--- src/rtl/truth_table_sweeper_pkg.sv ---
`default_nettype none
// ------------------------------------------------------------------
// lab_sweep_pkg : shared state encoding and default sizing for the
//                 truth_table_sweeper.                    Rev 1.0
// ------------------------------------------------------------------
package lab_sweep_pkg;

   typedef enum logic [1:0] {
      IDLE  = 2'd0,
      SWEEP = 2'd1,
      DONE  = 2'd2
   } sweep_state_t;

   localparam int c_DEF_N_IN  = 4;
   localparam int c_DEF_N_OUT = 1;
   localparam int c_DEF_DWELL = 10;

endpackage
`default_nettype wire

--- src/rtl/truth_table_sweeper_if.sv ---
`default_nettype none
// ------------------------------------------------------------------
// truth_table_sweeper_if : control, vector and response bundle between
//                          the sweeper (master) and the lab side.  Rev 1.0
// ------------------------------------------------------------------
interface truth_table_sweeper_if
   import lab_sweep_pkg::*;
#(
   parameter int N_IN  = c_DEF_N_IN,
   parameter int N_OUT = c_DEF_N_OUT
);
   logic                      start;
   logic                      abort;
   logic [N_OUT-1:0]          resp_i;
   logic [N_IN-1:0]           vec_o;
   logic [N_IN-1:0]           idx_o;
   logic                      busy;
   logic                      done;
   logic [(N_OUT<<N_IN)-1:0]  table_o;

   modport master (
      input  start, abort, resp_i,
      output vec_o, idx_o, busy, done, table_o
   );

   modport slave (
      output start, abort, resp_i,
      input  vec_o, idx_o, busy, done, table_o
   );
endinterface
`default_nettype wire

--- src/rtl/truth_table_sweeper_dwell_timer.sv ---
`default_nettype none
// ------------------------------------------------------------------
// dwell_timer : counts 0..DWELL-1 while enabled; last flags the sample
//               cycle of the current vector.               Rev 1.0
// ------------------------------------------------------------------
module dwell_timer #(
   parameter int DWELL = 10
) (
   input  wire logic clk,
   input  wire logic rst_n,
   input  wire logic clr,
   input  wire logic en,
   output logic      last
);
   localparam int             c_W    = $clog2(DWELL + 1);
   localparam logic [c_W-1:0] c_LAST = c_W'(DWELL - 1);

   logic [c_W-1:0] r_cnt;

   assign last = (r_cnt == c_LAST);

   always_ff @(posedge clk or negedge rst_n) begin
      if (!rst_n) begin
         r_cnt <= '0;
      end else if (clr) begin
         r_cnt <= '0;
      end else if (en) begin
         r_cnt <= last ? '0 : r_cnt + 1'b1;
      end
   end
endmodule
`default_nettype wire

--- src/rtl/truth_table_sweeper.sv ---
`default_nettype none
// ------------------------------------------------------------------
// truth_table_sweeper : drives every input vector in ascending order
//                       and records the UUT response per vector. Rev 1.0
// ------------------------------------------------------------------
module truth_table_sweeper
   import lab_sweep_pkg::*;
#(
   parameter int N_IN  = c_DEF_N_IN,
   parameter int N_OUT = c_DEF_N_OUT,
   parameter int DWELL = c_DEF_DWELL
) (
   input  wire logic               clk,
   input  wire logic               rst_n,
   truth_table_sweeper_if.master   bus
);
   localparam logic [N_IN-1:0] c_VEC_LAST = '1;

   sweep_state_t               r_state;
   logic [N_IN-1:0]            r_vec;
   logic                       r_busy;
   logic                       r_done;
   logic [(N_OUT<<N_IN)-1:0]   r_table;

   logic w_last;
   logic w_tmr_en;
   logic w_tmr_clr;

   // Timer only runs in SWEEP; an abort restarts it so the next sweep begins at dwell 0.
   assign w_tmr_en  = (r_state == SWEEP);
   assign w_tmr_clr = (r_state != SWEEP) | bus.abort;

   dwell_timer #(
      .DWELL (DWELL)
   ) u_dwell (
      .clk   (clk),
      .rst_n (rst_n),
      .clr   (w_tmr_clr),
      .en    (w_tmr_en),
      .last  (w_last)
   );

   always_ff @(posedge clk or negedge rst_n) begin
      if (!rst_n) begin
         r_state <= IDLE;
         r_vec   <= '0;
         r_busy  <= 1'b0;
         r_done  <= 1'b0;
         r_table <= '0;
      end else begin
         r_done <= 1'b0;
         case (r_state)
            IDLE: begin
               if (bus.start && !bus.abort) begin
                  r_state <= SWEEP;
                  r_busy  <= 1'b1;
                  r_vec   <= '0;
                  r_table <= '0;
               end
            end
            SWEEP: begin
               if (bus.abort) begin
                  r_state <= IDLE;
                  r_busy  <= 1'b0;
                  r_vec   <= '0;
               end else if (w_last) begin
                  r_table[int'(r_vec)*N_OUT +: N_OUT] <= bus.resp_i;
                  // The counter parks at all-ones; the sweep ends instead of wrapping.
                  if (r_vec == c_VEC_LAST) begin
                     r_state <= DONE;
                     r_busy  <= 1'b0;
                     r_done  <= 1'b1;
                  end else begin
                     r_vec <= r_vec + 1'b1;
                  end
               end
            end
            DONE: begin
               r_state <= IDLE;
               r_vec   <= '0;
            end
            default: begin
               r_state <= IDLE;
            end
         endcase
      end
   end

   assign bus.vec_o   = r_vec;
   assign bus.idx_o   = r_vec;
   assign bus.busy    = r_busy;
   assign bus.done    = r_done;
   assign bus.table_o = r_table;
endmodule
`default_nettype wire
--- src/flat_wrapper.sv ---
// flat-port wrapper written by rule: the top's interface ports become plain ports
module truth_table_sweeper_flat import lab_sweep_pkg::*;
#(
   parameter int N_IN  = c_DEF_N_IN,
   parameter int N_OUT = c_DEF_N_OUT,
   parameter int DWELL = c_DEF_DWELL
)
  (clk, rst_n, bus_start, bus_abort, bus_resp_i, bus_vec_o, bus_idx_o, bus_busy, bus_done, bus_table_o);
  truth_table_sweeper_if #(.N_IN(N_IN), .N_OUT(N_OUT)) bus_i ();
  input  wire logic clk;
  input  wire logic rst_n;
  input wire logic [$bits(bus_i.start)-1:0] bus_start;
  input wire logic [$bits(bus_i.abort)-1:0] bus_abort;
  input wire logic [$bits(bus_i.resp_i)-1:0] bus_resp_i;
  output wire logic [$bits(bus_i.vec_o)-1:0] bus_vec_o;
  output wire logic [$bits(bus_i.idx_o)-1:0] bus_idx_o;
  output wire logic [$bits(bus_i.busy)-1:0] bus_busy;
  output wire logic [$bits(bus_i.done)-1:0] bus_done;
  output wire logic [$bits(bus_i.table_o)-1:0] bus_table_o;
  assign bus_i.start = bus_start;
  assign bus_i.abort = bus_abort;
  assign bus_i.resp_i = bus_resp_i;
  assign bus_vec_o = bus_i.vec_o;
  assign bus_idx_o = bus_i.idx_o;
  assign bus_busy = bus_i.busy;
  assign bus_done = bus_i.done;
  assign bus_table_o = bus_i.table_o;
  truth_table_sweeper #(.N_IN(N_IN), .N_OUT(N_OUT), .DWELL(DWELL)) u_core (.clk(clk), .rst_n(rst_n), .bus(bus_i));
endmodule
--- config.mk ---
export PLATFORM = sky130hd
export DESIGN_NAME = truth_table_sweeper_flat
export DESIGN_NICKNAME = d
export VERILOG_FILES = /design/src/rtl/truth_table_sweeper_pkg.sv /design/src/rtl/truth_table_sweeper_if.sv /design/src/rtl/truth_table_sweeper_dwell_timer.sv /design/src/rtl/truth_table_sweeper.sv /design/src/flat_wrapper.sv
export SDC_FILE = /design/constraint.sdc
export NUM_CORES = 1
export LEC_CHECK = 0
export CAP_MARGIN = 20
export CORE_AREA = 2 2 59 61
export DETAILED_ROUTE_END_ITERATION = 8
export DIE_AREA = 0 0 61 63
export PLACE_DENSITY = 0.84
export SLEW_MARGIN = 20
export SYNTH_ARGS = -nofsm -noshare
export SYNTH_HDL_FRONTEND = slang
export SYNTH_SLANG_ARGS = --single-unit
--- constraint.sdc ---
create_clock -name clk -period 4.1 [get_ports clk]
set_clock_uncertainty 0.1 [all_clocks]
set_input_delay 0.82 -clock clk [delete_from_list [all_inputs] [get_ports clk]]
set_output_delay 0.82 -clock clk [all_outputs]
set_load 0.02 [all_outputs]
# Word level (Yosys, flattened, before mapping)
# Cells that the tools add are included.
[word_totals]
output_inout_bits = 26
input_bits = 5
reg_bits = 28
word_cells = 60
[op_classes]
addsub = 3
n_reduce_logical = 10
n_bitwise = 1
eq_ne = 11
n_shift = 2
mux = 27
[op_table]
columns = ["operator", "n"]
rows = [
  ["16-bit 2-to-1 mux", 3],
  ["4-bit negator with 33-bit output", 1],
  ["1-bit by 33-bit variable shift with 16-bit output, first input constant", 1],
  ["1-bit by 33-bit indexed part select with 16-bit output", 1],
  ["16-bit case mux with 2 select lines", 1],
  ["4-bit 2-to-1 mux", 7],
  ["16-bit bitwise mux", 1],
  ["4-bit case mux with 3 select lines", 1],
  ["4-bit AND reduction", 3],
  ["4-bit by 1-bit adder with 4-bit output, second input constant", 2],
  ["4-bit == test, second input constant", 2],
  ["1-bit 2-to-1 mux", 8],
  ["2-bit 2-to-1 mux", 4],
  ["2-bit by 1-bit inequality test with 1-bit output, second input constant", 3],
  ["3-bit by 2-bit inequality test with 1-bit output, second input constant", 2],
  ["2-bit case mux with 2 select lines", 1],
  ["2-bit nonzero test", 2],
  ["3-bit inequality test, second input constant", 1],
  ["3-bit AND reduction", 1],
  ["3-bit nonzero test", 1],
  ["2-bit by 1-bit == test with 1-bit output, second input constant", 1],
  ["2-bit == test, second input constant", 1],
  ["2-bit zero test", 1],
  ["2-bit inequality test, second input constant", 1],
  ["other kinds (4)", 4],
]

# Longest topological paths before layout
# Gate-level depths: netlist of run 1.
[depth]
depth_word = 6
depth_mapped = 9
ltp_nobuf = 6

# Modules after synthesis
# Synthesis of run 1 repeated with hierarchy kept, for this count alone.
[unflattened]
cells_unflattened = 198
hier_area_um2 = 1800.5
[by_module_without_submodules]
columns = ["mod", "cells_each", "area_each_um2", "seq_area_each_um2", "instances"]
rows = [
  ["truth_table_sweeper", 174, 1569.0, 600.6, 1],
  ["dwell_timer", 24, 231.5, 100.1, 1],
]

# Worst setup path before layout of run 1
# No wires, ideal clock.
[synth_timing]
path_type = "reg-to-reg"
from = "register u_core.r_vec[0] (netlist: u_core.bus.idx_o[0])"
to = "register u_core.r_table[4] (netlist: u_core.bus.table_o[4])"
slack_ns = 1.576
stages_incl_launch_ff = 9
path_buffers = 2
setup_time_ns = 0.145
period_less_slack_ns = 2.524
required_time_ns = 3.855
arrival_ns = 2.279
path_cell_list = "dfrtp_1 -> clkbuf_1 -> inv_1 -> ha_1 -> clkbuf_1 -> nor3b_1 -> or3b_2 -> o311ai_0 -> o211ai_1"
[synth_via]
elab_chain_cells = 6
word_cells_on_any_way = 7
classes_between = "add/sub (1); shift (2); mux (4)"
[synth_lines]
columns = ["element", "line_no", "rtl"]
rows = [
  ["start, declared", "truth_table_sweeper.sv:20", "logic [N_IN-1:0] r_vec;"],
  ["start signal, assigned", "truth_table_sweeper.sv:74", "r_vec <= r_vec + 1'b1;"],
  ["4-bit negator with 33-bit output *", "truth_table_sweeper.sv:67", "r_table[int'(r_vec)*N_OUT +: N_OUT] <= bus.resp_i;"],
  ["1-bit by 33-bit indexed part select with 16-bit output or 1-bit by 33-bit variable shift with 16-bit output (tied branches)", "truth_table_sweeper.sv:67", ""],
  ["16-bit bitwise mux *", "truth_table_sweeper.sv:67", ""],
  ["16-bit 2-to-1 mux *", "truth_table_sweeper.sv:66", "end else if (w_last) begin"],
  ["16-bit 2-to-1 mux *", "truth_table_sweeper.sv:62", "if (bus.abort) begin"],
  ["16-bit case mux with 2 select lines *", "truth_table_sweeper.sv:52", "case (r_state)"],
  ["end signal, assigned by index", "truth_table_sweeper.sv:67", ""],
  ["end, declared", "truth_table_sweeper.sv:23", "logic [(N_OUT<<N_IN)-1:0] r_table;"],
]
# Every way passes the cells marked *; elsewhere a longest branch is shown, timed or not. The select of a mux whose other input is x is not followed.
# A chain may end at the register's enable or synchronous reset.

# Worst setup path in the final report of run 1
[layout_timing]
from = "register u_core.r_vec[0] (netlist: u_core.bus.idx_o[0])"
to = "register u_core.r_table[9] (netlist: u_core.bus.table_o[9])"
# The elaborated chain is that of the path after synthesis.

==> results of run 1 <==
==> worst max-delay path by stage <==
stage	slack (ns)	end	depth (start not counted)
final	1.30	u_core.bus.table_o[9]	6
after global routing	1.10	u_core.bus.table_o[5]	6
after CTS	1.34	u_core.bus.table_o[9]	6
after detailed placement	0.99	u_core.bus.table_o[9]	5
after global placement	1.06	u_core.bus.table_o[13]	5
after floorplan	1.58	u_core.bus.table_o[4]	8
==> synth_stat cells, drive strengths merged (3+ instances only) <==
master / n
a21oi: 7
nand3: 16
dfrtp: 28
nor3b: 3
a32o: 10
o21ai: 6
o31ai: 3
buf: 9
nand2b: 6
inv: 4
nand2: 15
and3: 5
a41o: 3
nor2: 17
nor3: 5
clkbuf: 4
ha: 5
==> sequential cells by signal, summed over array words and instances (netlist names) <==
signal / cells
u_core.r_state: 2
u_core.bus.done: 1
u_core.u_dwell.r_cnt: 4
u_core.bus.table_o: 16
u_core.bus.idx_o: 4
u_core.bus.busy: 1
==> kinds of logic (layout without fill, tap and decap cells) <==
kind of cell | after synthesis | after routing | share of synthesized area
buf+inv | 17 | 39 | 0.0602
fa+ha+maj | 5 | 5 | 0.0371
xor+xnor | 4 | 4 | 0.0208
flops | 28 | 28 | 0.416
compound gates | 42 | 42 | 0.208
simple gates | 81 | 81 | 0.252
mux | 1 | 1 | 0.00594
==> area by class of cell <==
class	instances	area [um^2]
multi-input combinational	133	882
tap	46	57.6
clock buffer	4	36.3
fill	263	1230
sequential	28	701
inverter	4	15.0
timing repair buffer	31	308
==> layer usage <==
metal / wire length [um] / track usage / vias to the layer above
met2: 1750 / 0.328 / 79
met5: 0 / 0 / -
met1: 1620 / 0.300 / 731
met3: 299 / 0.0207 / 9
met4: 65 / 0.0870 / 0
li1: - / - / 707
==> power by group <==
part / internal (mW) / switching [mW] / leakage [nW]
Sequential: 0.286 / 0.00908 / 0.383
Combinational: 0.0284 / 0.0403 / 0.391
Clock: 0.0543 / 0.0792 / 0.0210
==> worst max-delay path, stage by stage, from the launching register on <==
cell	delay [ns]
dfrtp_1	0.64
inv_1	0.15
ha_1	0.33
o21bai_1	0.26
a21oi_1	0.73
and3_1	0.37
a32o_1	0.16
==> placed cells by master (no fill, tap or decap), types with 5 or more instances in the layout <==
cell type and count:
nor3_1 5, nand3_1 16, clkdlybuf4s50_1 30, nor2_1 17, and3_1 5, a32o_1 10
o21ai_0 6, dfrtp_1 28, nand2b_1 6, nand2_1 15, a21oi_1 7, ha_1 5
==> metrics by stage <==
stage               cell area [um^2]  hold WS (ns)
global placement                1960         0.373
CTS                             2000         0.417
floorplan                       1680         0.359
finish                          2000         0.408
global route                    2000         0.463
detailed placement              1960         0.397
==> flow_summary_export.csv, run 1 <==
group,metric,value,unit
run_status,status,"finished, final reports clean",
synth,syn_nets,188,
floorplanning,ios,31,
run,cap_violations,0,
setup_path,crit_fanout,15,
sta,setup_viol_count_final,0,
global_routing,track_usage,0.212,
floorplanning,die_y,63,um
cts,postCtsHoldBufs,0,
sta,finalHoldViolCount,0,
place,pre_cts_ws,0.989,ns
final_layout,drive_above_1_share,0.0450,
synth,ys_warn_count,0,
setup_path,reg2reg_from,"u_core.bus.idx_o[0]",
place,place_inst,242,
synth,synth_area_leaders,"dfrtp_1 42%, a32o_1 5.9%, nand3_1 4.8%, nor2_1 3.8%, ha_1 3.7%",
drt,routed_wl,3730,um
cts,cts_sinks,28,
final_layout,antenna_cells,0,
synth,ys_types,47,
sta,clock.fmax,357,MHz
drt,viasPerCell,6.20,
setup_path,arrival,2.97,ns
floorplanning,start_util,0.521,
global_routing,grt_overflow_total,0,
synth,yosys.area.top_type,"dfrtp_1",
cts,max-clock-path-buffers,2,
cts,htree_num_levels,1,
setup_path,worstSetupStartpoint,"u_core.bus.idx_o[0]",
floorplanning,core,3230,um^2
global_routing,grt_first_pass_wirelength,6380,um
sta,period_share,0.683,
pwr,power_per_cell_area,248,nW/um^2
worst_hold_path,hold_path.class,"flip-flop to flip-flop",
cts,numCtsBuffers,3,
synth,synth-async-reset-ratio,1.00,
drt,first_pass_iters,4,
final_layout,post-route-util,0.619,
worst_hold_path,min_from,"u_core.u_dwell.r_cnt[0]",
drt,drt-initial-drc-count,96,
drt,num_vias,1526,
floorplanning,die_w,61,um
global_routing,grt_pass1_vias,1454,
setup_path,ff2ff_setup_slack,1.30,ns
synth,avgSynthCellArea,9.46,um^2
cts,clock-root-buffer,"clkbuf_4",
synth,syn-cell-area,1680,um^2
floorplanning,num_rows,21,
synth,netlist_instances,178,
place,place.gp.congestion,0.893,
worst_hold_path,holdPathStages,1,
worst_hold_path,min_to,"u_core.u_dwell.r_cnt[0]",
drt,drt-wirelength-per-cell,15.2,um
synth,synth_ff_type,"dfrtp_1",
setup_path,critPathKind,"flip-flop to flip-flop",
drt,route.detailed.drc,0,
setup_path,crit_path_end_kind,"flip-flop",
cts,post_cts_buffers,0,
place,io_buffers,30,
floorplanning,die_area,3840,um^2
synth,synth_top_area_share,0.416,
final_layout,final_cells,246,
cts,insertion_delay,0.32,ns
final_layout,nets,211,
sta,slew_viol_final,0,
setup_path,worstReg2RegEnd,"u_core.bus.table_o[9]",
global_routing,antenna_found_initial,0,
cts,postCtsResizedCells,0,
sta,slew_headroom,0.429,
global_routing,grt_max_degree,29,
pwr,leakagePower,0.795,nW
setup_path,rr_worst_depth,6,
synth,ys_ff_latch,28,
setup_path,startpoint_type,"flip-flop",
synth,synth-edff-count,0,
sta,rsz0062_at_grt,"false",
sta,fin_tns_setup,0,ns
pwr,peakVddDrop,0.194,mV
drt,drtAntennaViolNets,0,
cts,clkTransAtPathRegs,0.15,ns
sta,tightest_slew,0.856,ns
place,dp_hpwl,2680,um
final_layout,areaGrowthSynthToFinish,18.7,%
sta,fin_crit,2.80,ns
sta,timing.final.ws_setup,1.30,ns
pwr,p_total,0.497,mW
cts,cts_tree,"yes",
setup_path,required,4.27,ns
synth,seq_area_frac_synth,0.416,
Note: power is estimated with default switching activity, not from simulation.
==> inputs of run 2 (changes only) <==
CORE_AREA = 2 2 60 62   (was 2 2 59 61)
DIE_AREA = 0 0 62 64   (was 0 0 61 63)
PLACE_DENSITY = 0.82   (was 0.84)
clock period = 2.7 ns   (was 4.1 ns; I/O delays follow)
==> run 2 against run 1 <==
  * Core utilization up 0.61 points
  * Cell count rose by 2.8%
  * Combinational power rose by 57%
  * Die area up 3.3%
  * Via count fell by 1.8%
  * Sequential cell count unchanged
  * Wire length is 5.6% higher
  * Clock power grew 55%
  * Critical path type unchanged
  * Highest routed layer unchanged
==> flow_summary_export.csv, run 2 (same netlist as run 1, synthesis figures left out) <==
group,metric,value,unit
place,pre_cts_ws,0.0582,ns
sta,rsz0062_at_grt,"false",
sta,fin_tns_setup,0,ns
drt,drt-initial-drc-count,115,
cts,cts_sinks,28,
floorplanning,ios,31,
setup_path,worstSetupStartpoint,"u_core.bus.idx_o[0]",
final_layout,drive_above_1_share,0.0773,
final_layout,fillCellCount,284,
final_layout,mostFrequentLayoutCell,"clkdlybuf4s50_1",
sta,setup_viol_count_final,0,
setup_path,rr_worst_depth,6,
sta,fin_crit,2.48,ns
setup_path,crit_path_end_kind,"flip-flop",
setup_path,reg2reg_from,"u_core.bus.idx_o[0]",
final_layout,multi_input_area,882,um^2
setup_path,cp-endpoint,"u_core.bus.table_o[8]",
floorplanning,start_util,0.513,
setup_path,critPathKind,"flip-flop to flip-flop",
worst_hold_path,holdPathStages,1,
final_layout,largest_reg_flops,16,
place,io_buffers,30,
drt,routed_wl,3940,um
floorplanning,die_y,64,um
cts,cts_tree,"yes",
cts,clkTransAtPathRegs,0.15,ns
cts,htree_num_levels,1,
pwr,leakagePower,0.832,nW
cts,clock-root-buffer,"clkbuf_4",
cts,insertion_delay,0.34,ns
drt,viasPerCell,5.92,
global_routing,track_usage,0.219,
place,dp_hpwl,2890,um
setup_path,arrival,2.58,ns
final_layout,register_area,701,um^2
global_routing,grt_overflow_total,0,
drt,wl_met3,161,um
setup_path,startpoint_type,"flip-flop",
pwr,power_per_cell_area,372,nW/um^2
cts,numCtsBuffers,3,
setup_path,ff2ff_setup_slack,0.22,ns
drt,num_vias,1498,
setup_path,required,2.80,ns
global_routing,grt_first_pass_wirelength,6660,um
final_layout,antenna_cells,0,
sta,clock.fmax,404,MHz
floorplanning,core,3280,um^2
cts,post_cts_buffers,0,
sta,finalHoldViolCount,0,
global_routing,antenna_found_initial,0,
final_layout,layout_common_cells,"30 x clkdlybuf4s50_1, 28 x dfrtp_1, 17 x nor2_1, 16 x nand3_1, 15 x nand2_1",
worst_hold_path,hold_path.class,"flip-flop to flip-flop",
sta,period_share,0.918,
final_layout,post-route-util,0.625,
run_status,status,"finished, final reports clean",
cts,max-clock-path-buffers,2,
setup_path,crit_fanout,9,
setup_path,worstReg2RegEnd,"u_core.bus.table_o[8]",
place,place.gp.congestion,0.889,
sta,slew_viol_final,0,
floorplanning,die_area,3970,um^2
sta,timing.final.ws_setup,0.223,ns
drt,wl_met2,1850,um
pwr,peakVddDrop,0.223,mV
sta,tightest_slew,0.763,ns
global_routing,grt_max_degree,29,
global_routing,grt_pass1_vias,1491,
drt,first_pass_iters,4,
sta,fin_hold_ws,0.411,ns
floorplanning,num_rows,21,
run,cap_violations,0,
pwr,p_total,0.762,mW
drt,wl_met1,1820,um
floorplanning,die_w,62,um
drt,drt-wirelength-per-cell,15.6,um
final_layout,areaGrowthSynthToFinish,21.8,%
sta,slew_headroom,0.490,
drt,route.detailed.drc,0,
final_layout,nets,218,
drt,highest_layer,"met4",
drt,drtAntennaViolNets,0,
[run 2: cell count changes in the layout (fill, tap and decap cells not counted), sizes merged]
cell	before	now
buf	1	8
[run 2: metal layers]
layer	track usage	vias up
li1	-	719
met1	0.312	719
met2	0.333	51
met3	0.0202	9
met4	0.0931	0
met5	0	-
[run 2: worst min path at each step]
stage,from,to,slack (ns)
floorplan,rst_n,u_core.bus.busy,0.14
global placement,u_core.u_dwell.r_cnt[0],u_core.u_dwell.r_cnt[0],0.37
detailed placement,u_core.u_dwell.r_cnt[0],u_core.u_dwell.r_cnt[0],0.39
CTS,u_core.u_dwell.r_cnt[0],u_core.u_dwell.r_cnt[0],0.41
global route,u_core.u_dwell.r_cnt[0],u_core.u_dwell.r_cnt[0],0.44
finish,u_core.u_dwell.r_cnt[0],u_core.u_dwell.r_cnt[0],0.41
[run 2: layout make-up]
type / count / area share
clock buffers: 4 / 0.0177
flip-flops and latches: 28 / 0.341
multi-input cells: 133 / 0.430
repair buffers: 38 / 0.176
inverters: 4 / 0.00732
well taps: 46 / 0.0280
[run 2: worst max-delay path: stages (launching register included)]
cell	delay, ns
dfrtp_1	0.50
buf_4	0.21
nor3_1	0.07
ha_1	0.41
or3b_2	0.50
o311ai_1	0.40
o211ai_1	0.16
[run 2: repair_timing]
| item | CTS | global route |
|---|---|---|
| setup endpoints to repair | 0 | 1 |
| hold endpoints to repair | 0 | 0 |
| hold buffers | 0 | 0 |
| resized for setup | 0 | 1 |
[run 2: power by group]
group          switching [mW]  total, mW  internal, mW
registers              0.0123      0.446         0.434
clock network           0.126      0.208        0.0827
logic                  0.0616      0.108        0.0467
[run 2: per-stage QoR]
stage | area (um^2) | std cells
floorplan | 1680 | 178
global placement | 2020 | 249
detailed placement | 2020 | 249
CTS | 2050 | 253
global route | 2050 | 253
finish | 2050 | 253
==> inputs of run 3 (changes only) <==
CTS_CLUSTER_SIZE = 24   (was default)
PLACE_DENSITY = 0.86   (was 0.82)
==> run 3 against run 2 <==
  * Count of clock-buffer cells in the layout unchanged
  * Combinational power about the same
  * Core utilization unchanged
  * Die area unchanged
  * Cell count unchanged
  * Worst setup slack better by 0.048 ns
  * Power down 0.12%
  * Final area unchanged
  * Highest routed layer unchanged
==> flow_summary_export.csv, run 3 (same netlist as run 1, synthesis figures left out) <==
group,metric,value,unit
pwr,power_per_cell_area,371,nW/um^2
drt,num_vias,1480,
drt,drt-initial-drc-count,104,
sta,setup_viol_count_final,0,
sta,finalHoldViolCount,0,
setup_path,critPathMaxStageDelay,0.70,ns
floorplanning,die_area,3970,um^2
global_routing,track_usage,0.226,
global_routing,antenna_found_initial,0,
sta,fin_hold_ws,0.405,ns
setup_path,slowest_stage,"xor2_1",
run,cap_violations,0,
drt,route.detailed.drc,0,
cts,clkTransAtPathRegs,0.15,ns
pwr,pwr-share-seq,0.585,
place,place.gp.congestion,0.909,
global_routing,grt_first_pass_wirelength,6840,um
final_layout,antenna_cells,0,
final_layout,final_cells,253,
floorplanning,ios,31,
pwr,peakVddDrop,0.208,mV
cts,postCtsResizedCells,0,
final_layout,mostFrequentLayoutCell,"clkdlybuf4s50_1",
sta,period_share,0.900,
cts,post_cts_buffers,0,
sta,rsz0062_at_grt,"false",
final_layout,nets,218,
final_layout,largest_reg_flops,16,
setup_path,crit_chain,"inv_1 -> ha_1 -> xor2_1 -> nand3_1 -> nor2b_1 -> a32o_1",
setup_path,arrival,2.61,ns
cts,clock-root-buffer,"clkbuf_4",
pwr,switchingPower,0.198,mW
setup_path,crit_fanout,11,
global_routing,grt_pass1_vias,1491,
cts,max-clock-path-buffers,2,
floorplanning,start_util,0.513,
sta,slew_viol_final,0,
floorplanning,core,3280,um^2
setup_path,ff2ff_setup_slack,0.27,ns
drt,drt-wirelength-per-cell,15.1,um
cts,insertion_delay,0.34,ns
floorplanning,die_w,62,um
cts,htree_num_levels,1,
pwr,intPower,0.564,mW
final_layout,layout_common_cells,"30 x clkdlybuf4s50_1, 28 x dfrtp_1, 17 x nor2_1, 16 x nand3_1, 15 x nand2_1",
worst_hold_path,hold_path.class,"flip-flop to flip-flop",
cts,cts_tree,"yes",
final_layout,areaGrowthSynthToFinish,21.8,%
drt,drtAntennaViolNets,0,
cts,cts_sinks,28,
place,place_inst,249,
sta,slew_headroom,0.441,
sta,clock.fmax,412,MHz
drt,viasPerCell,5.85,
cts,numCtsBuffers,3,
sta,tightest_slew,0.836,ns
global_routing,grt_overflow_total,0,
run_status,status,"finished, final reports clean",
floorplanning,die_y,64,um
pwr,p_comb_frac,0.143,
pwr,p_sw_frac,0.259,
pwr,leakagePower,0.831,nW
setup_path,crit_path_end_kind,"flip-flop",
floorplanning,num_rows,21,
setup_path,required,2.88,ns
final_layout,drive_above_1_share,0.0773,
cts,postCtsHoldBufs,0,
drt,first_pass_iters,4,
global_routing,grt_max_degree,29,
sta,fin_crit,2.43,ns
pwr,p_clk_frac,0.273,
place,dp_hpwl,2760,um
drt,routed_wl,3810,um
sta,fin_tns_setup,0,ns
setup_path,critPathKind,"flip-flop to flip-flop",
setup_path,startpoint_type,"flip-flop",
place,io_buffers,30,
-- run 3: cell count changes in the layout (fill, tap and decap cells not counted) --
cell and delta:
o311ai_0 +1, o311ai_1 -1
-- run 3: routing by layer --
layer	GRT usage	up-vias	part of all wire
met5	0	-	0
met4	0.101	0	0.017
met3	0.0202	5	0.055
met2	0.324	56	0.46
met1	0.339	702	0.47
li1	-	717	-
-- run 3: path summary, 6_finish.rpt --
path	start	to	cells after the start
worst max-delay path	u_core.bus.idx_o[1]	u_core.bus.table_o[7]	6
worst max register to register	u_core.bus.idx_o[1]	u_core.bus.table_o[7]	6
min in group asynchronous	rst_n	u_core.u_dwell.r_cnt[0]	2
worst min register to register	u_core.u_dwell.r_cnt[0]	u_core.u_dwell.r_cnt[0]	1
worst min-delay path	u_core.u_dwell.r_cnt[0]	u_core.u_dwell.r_cnt[0]	1
max in group asynchronous	rst_n	u_core.bus.table_o[8]	2
-- run 3: power by group through the flow --
stage               Clock [mW]  Sequential, mW  Combinational, mW
global placement             0           0.453              0.107
floorplan                    0           0.466             0.0461
CTS                      0.215           0.446              0.110
detailed placement           0           0.454              0.109
finish                   0.208           0.445              0.109
global route             0.234           0.450              0.121
-- run 3: cell type report --
type	count	area [um^2]
multi-input cells	133	882
fillers	279	1230
repair buffers	38	360
flip-flops and latches	28	701
inverters	4	15.0
clock buffers	4	36.3
well taps	46	57.6
-- run 3: worst max-delay path, delay by kind of cell, from the launching register on --
family	cells	cell delay (ns)
AO/OA/AOI/OAI	1	0.15
XOR/XNOR	1	0.70
flip-flops	1	0.51
buffers and inverters	1	0.09
AND/OR/NAND/NOR	2	0.52
adder cells (fa/ha/maj)	1	0.30
-- run 3: per-stage QoR --
stage | cell area [um^2] | power, mW | utilization | worst slack, ns
2_1_floorplan | 1680 | 0.512 | - | 0.176
3_3_place_gp | 2020 | 0.560 | 0.614 | 0.276
3_5_place_dp | 2020 | 0.563 | 0.614 | 0.237
4_1_cts | 2050 | 0.770 | 0.625 | 0.346
5_1_grt | 2050 | 0.805 | 0.625 | 0.119
6_report | 2050 | 0.762 | 0.625 | 0.271
